[src/rtl/fir_decim_fifo.sv]
// Decimating accumulate-and-dump averager behind the FIR output, feeding a
// small first-word-fall-through FIFO with a valid/ready consumer interface.
module fir_decim_fifo #(
   parameter int NUM_INPUT_BITS = 16,
   parameter int LOG2_DECIM     = 2,
   parameter int FIFO_DEPTH     = 4
) (
   input  logic                              clk,
   input  logic                              rst,
   input  logic signed [NUM_INPUT_BITS-1:0]  in_sample,
   input  logic                              in_valid,
   output logic signed [NUM_INPUT_BITS-1:0]  out_data,
   output logic                              out_valid,
   input  logic                              out_ready,
   output logic [$clog2(FIFO_DEPTH):0]       count,
   output logic                              overflow
);

   localparam int ACC_W = NUM_INPUT_BITS + LOG2_DECIM;
   localparam int PTR_W = $clog2(FIFO_DEPTH);
   localparam int CNT_W = PTR_W + 1;
   localparam logic [CNT_W-1:0] FULL_COUNT = CNT_W'(FIFO_DEPTH);

   logic [LOG2_DECIM-1:0]            phase_reg, phase_next;
   logic signed [ACC_W-1:0]          acc_reg, acc_next;
   logic signed [ACC_W-1:0]          in_ext;
   logic signed [ACC_W-1:0]          sum;
   logic signed [NUM_INPUT_BITS-1:0] result;
   logic                             dump;

   logic [PTR_W-1:0]                 rd_ptr_reg, rd_ptr_next;
   logic [PTR_W-1:0]                 wr_ptr_reg, wr_ptr_next;
   logic [CNT_W-1:0]                 count_reg, count_next;
   logic                             overflow_reg, overflow_next;
   logic                             full, push, pop;
   logic signed [NUM_INPUT_BITS-1:0] mem [FIFO_DEPTH];

   // ------------------------------------------------------------------
   // Accumulate-and-dump
   // ------------------------------------------------------------------
   assign in_ext = {{LOG2_DECIM{in_sample[NUM_INPUT_BITS-1]}}, in_sample};
   assign sum    = acc_reg + in_ext;
   assign dump   = in_valid && (phase_reg == '1);

   // Taking the upper bits of the sum is the floor shift already truncated.
   assign result = sum[ACC_W-1:LOG2_DECIM];

   always_comb begin
      phase_next = phase_reg;
      acc_next   = acc_reg;
      if (in_valid) begin
         phase_next = phase_reg + 1'b1;
         acc_next   = (phase_reg == '0) ? in_ext : sum;
      end
   end

   always_ff @(posedge clk) begin
      if (rst) begin
         phase_reg <= '0;
         acc_reg   <= '0;
      end else begin
         phase_reg <= phase_next;
         acc_reg   <= acc_next;
      end
   end

   // ------------------------------------------------------------------
   // FWFT FIFO
   // ------------------------------------------------------------------
   assign full = (count_reg == FULL_COUNT);
   assign pop  = out_valid && out_ready;
   // A pop on the same edge frees the slot, so a full FIFO can still accept.
   assign push = dump && (!full || pop);

   always_comb begin
      rd_ptr_next   = rd_ptr_reg;
      wr_ptr_next   = wr_ptr_reg;
      count_next    = count_reg;
      overflow_next = overflow_reg;
      if (pop)
         rd_ptr_next = rd_ptr_reg + 1'b1;
      if (push)
         wr_ptr_next = wr_ptr_reg + 1'b1;
      if (dump && !push)
         overflow_next = 1'b1;
      case ({push, pop})
         2'b10:   count_next = count_reg + 1'b1;
         2'b01:   count_next = count_reg - 1'b1;
         default: count_next = count_reg;
      endcase
   end

   always_ff @(posedge clk) begin
      if (rst) begin
         rd_ptr_reg   <= '0;
         wr_ptr_reg   <= '0;
         count_reg    <= '0;
         overflow_reg <= 1'b0;
      end else begin
         rd_ptr_reg   <= rd_ptr_next;
         wr_ptr_reg   <= wr_ptr_next;
         count_reg    <= count_next;
         overflow_reg <= overflow_next;
      end
   end

   // Storage needs no reset: out_data is masked whenever the FIFO is empty.
   always_ff @(posedge clk) begin
      if (!rst && push)
         mem[wr_ptr_reg] <= result;
   end

   assign out_valid = (count_reg != '0);
   assign out_data  = out_valid ? mem[rd_ptr_reg] : '0;
   assign count     = count_reg;
   assign overflow  = overflow_reg;

endmodule
[config.mk]
export PLATFORM = sky130hd
export DESIGN_NAME = fir_decim_fifo
export DESIGN_NICKNAME = d
export VERILOG_FILES = /design/src/rtl/fir_decim_fifo.sv
export SDC_FILE = /design/constraint.sdc
export NUM_CORES = 1
export LEC_CHECK = 0
export BUFFER_PORTS_ARGS = -buffer_cell sky130_fd_sc_hd__buf_2
export CAP_MARGIN = 10
export CORE_MARGIN = 8
export CORE_UTILIZATION = 50
export CTS_CLUSTER_SIZE = 20
export DETAILED_ROUTE_END_ITERATION = 8
export MAX_ROUTING_LAYER = met4
export PLACE_DENSITY = 0.69
export RECOVER_POWER = 25
export SLEW_MARGIN = 20
export SYNTH_ARGS = -nofsm -noshare
export SYNTH_HDL_FRONTEND = slang
export SYNTH_SLANG_ARGS = --single-unit
[constraint.sdc]
create_clock -name clk -period 5.18 [get_ports clk]
set_input_delay 0.259 -clock clk [delete_from_list [all_inputs] [get_ports clk]]
set_output_delay 0.259 -clock clk [all_outputs]
set_load 0.1 [all_outputs]
==> results.toml <==
[drt]
drc = 0
wire_per_inst_um = 17.1
drt_pass1_iterations = 4
avgViaCountPerCell = 5.66
drtAntennaViolNets = 0
vias = 3244
wirelength_um = 9800
drt_iter0_markers = 180

[clock_network]
clock_path_buffers = 2
cts_htree_levels = 3
clk_pin_slew_ns = 0.09
cts.sinks = 94
cts_tree = "built"
root_buffer = "clkbuf_8"
cts-resized-gates = 0
clk_latency_ns = 0.36
cts_hold_buffers = 0
cts_setup_buffers = 0
numCtsBuffers = 9

[worst_hold_path]
worstHoldPathType = "input port to flop"
hp-start = "in_sample[2]"

[critical_path]
cp-start-kind = "input port"
end_kind = "flop"
crit_fanout = 33
r2r-start = "count[1]"
arrival_ns = 2.92
cp-startpoint = "in_valid"
crit_type = "input port to flop"
required_ns = 5.17

[global_routing]
grt_usage_pct = 16.2
grt_first_pass_wirelength_um = 16100
gr-total-overflow = 0
grt_pass1_vias = 3291
antenna_found_initial = 0
grt_max_degree = 34

[timing]
hold_violations = 0
fmax_mhz = 341
tightest_slew_ns = 1.44
slew_headroom_pct = 3.78
rsz0062_at_grt = "no"
fin_crit_ns = 2.93
post-route-period-util_pct = 56.6
fin_skew_ns = 0.00819
finalSetupViolCount = 0
slew_violations = 0
finalSetupTns_ns = 0
hold_ws_ns = 0.183

[run_status]
status = "complete, no violations"

[die]
fp.dieW_um = 114
die-area_mm2 = 0.0131
core_area_mm2 = 0.00959
initial_utilization_pct = 50.4
io_pins = 41
die_h_um = 114
rows = 36

[power_and_ir_drop]
clkPwrFrac_pct = 18.2
switching_share_pct = 48.0
power.leakage_nw = 2.00
ir_drop_mv = 0.245
power_frac_seq_pct = 36.5
switchingPower_mw = 1.22
power_density_mw_per_mm2 = 481
p_int_mw = 1.32
power_frac_comb_pct = 45.2

[layout]
multi_input_area_mm2 = 0.00217
syn_to_final_growth_pct = 9.31
num-nets-final = 480
fillers = 837
antenna_cells = 0
drive_gt1_share_pct = 17.0
largest_reg_flops = 64
ff_latch_area_mm2 = 0.00252

[logic_synthesis]
synth_edf_count = 64
synth_ff_type = "edfxtp_1"
ys_seq_area_share_pct = 52.1
yosys.area_share.xor_xnor_pct = 3.62
ys_ff_latch = 94
synth_compound_area_share_pct = 12.3
synthMuxAreaShare_pct = 8.71
synth-simple-area-share_pct = 13.5
synth_cells = 406
synth-adder-area-share_pct = 6.77
synth-async-reset-ratio_pct = 0
synth_top_family_by_area = "simple AND/OR/NAND/NOR gates"
synth_cell_types = 56
syn_nets = 451
yosys_warnings = 0
synth_area_mm2 = 0.00484
syn_area_per_cell_um2 = 11.9

[flow_run]
cap_violations = 0

[place]
hpwl_um = 6960
globalplace.congestion = 0.904
portBuffers = 40
==> placed cells by master (no fill, tap or decap), drive strengths merged, types with 3 or more instances in the layout <==
cell and count:
edfxtp 64, nor2 39, buf 35, dfxtp 30, and2 23, ha 23, nand2 19, inv 18
mux4 16, a21oi 14, xnor2 14, clkbuf 14, nor3 11, o21ai 11, nand3 10, a211oi 9
a21o 8, a311oi 7, xor2 6, and3 6, or3 5, a31oi 5, mux2i 5, o21a 4
nor3b 4, o211ai 4, o2111ai 3, or4 3, a31o 3
==> cell type report <==
class / count / area share, %
Clock buffer: 9 / 2.34
Tap cell: 133 / 3.15
Multi-Input combinational cell: 277 / 41.1
Timing Repair Buffer: 40 / 3.67
Sequential cell: 94 / 47.7
Clock inverter: 7 / 1.16
Inverter: 13 / 0.922
==> synthesized netlist by cell type, types with 11 or more instances <==
cell / instances / area [µm²]
edfxtp_1: 64 / 1920
nor2_1: 39 / 146
dfxtp_1: 30 / 601
and2_1: 23 / 144
ha_1: 23 / 288
nand2_1: 19 / 71.3
mux4_2: 16 / 360
a21oi_1: 14 / 70.1
xnor2_1: 14 / 123
inv_1: 13 / 48.8
clkbuf_1: 11 / 41.3
nor3_1: 11 / 55.1
==> kinds of logic (layout without fill, tap and decap cells) <==
kind of cell	count (synthesis)	after routing
AO/OA/AOI/OAI	81	81
XOR/XNOR	20	20
adder cells (fa/ha/maj)	25	25
buffers and inverters	35	69
flip-flops	94	94
multiplexers	22	22
AND/OR/NAND/NOR	129	129
==> worst max-delay path, stage by stage <==
cell and delay, ns:
clkbuf_1 1.03, nand2_1 0.47, nor3_1 0.43, and2_1 0.73
==> layer usage <==
layer / wire length [µm] / track usage (%) / part of all wire (%)
met3: 379 / 2.80 / 3.9
met2: 4740 / 26.3 / 48
met1: 4570 / 19.8 / 47
met4: 115 / 5.94 / 1.2
met5: 0 / - / 0
==> power groups by stage <==
stage | logic [mW] | registers [mW] | clock network (mW)
2_1_floorplan | 0.944 | 0.970 | 0
3_3_place_gp | 1.14 | 0.945 | 0
3_5_place_dp | 1.16 | 0.948 | 0
4_1_cts | 1.16 | 0.931 | 0.478
5_1_grt | 1.22 | 0.940 | 0.505
6_report | 1.15 | 0.930 | 0.464
==> through the flow <==
stage                     setup slack [ns]  util, %  power [mW]  instances  area, µm²
after detailed placement              2.57     53.3        2.11        557       5110
final                                 2.25     55.1        2.55        573       5290
after global routing                  1.91     55.1        2.67        573       5290
after CTS                             2.30     55.2        2.57        573       5300
after floorplan                       1.48        -        1.91        406       4840
after global placement                2.67     53.3        2.09        557       5110
==> final timing paths <==
check	end	slack, ns	cells after the start
setup / recovery	mem[1][10]	2.25	4
hold / removal	acc_reg[2]	0.18	3
setup reg to reg	count[2]	2.67	6
hold reg to reg	overflow	0.48	2
No activity file was read; power rests on OpenSTA's default activity.
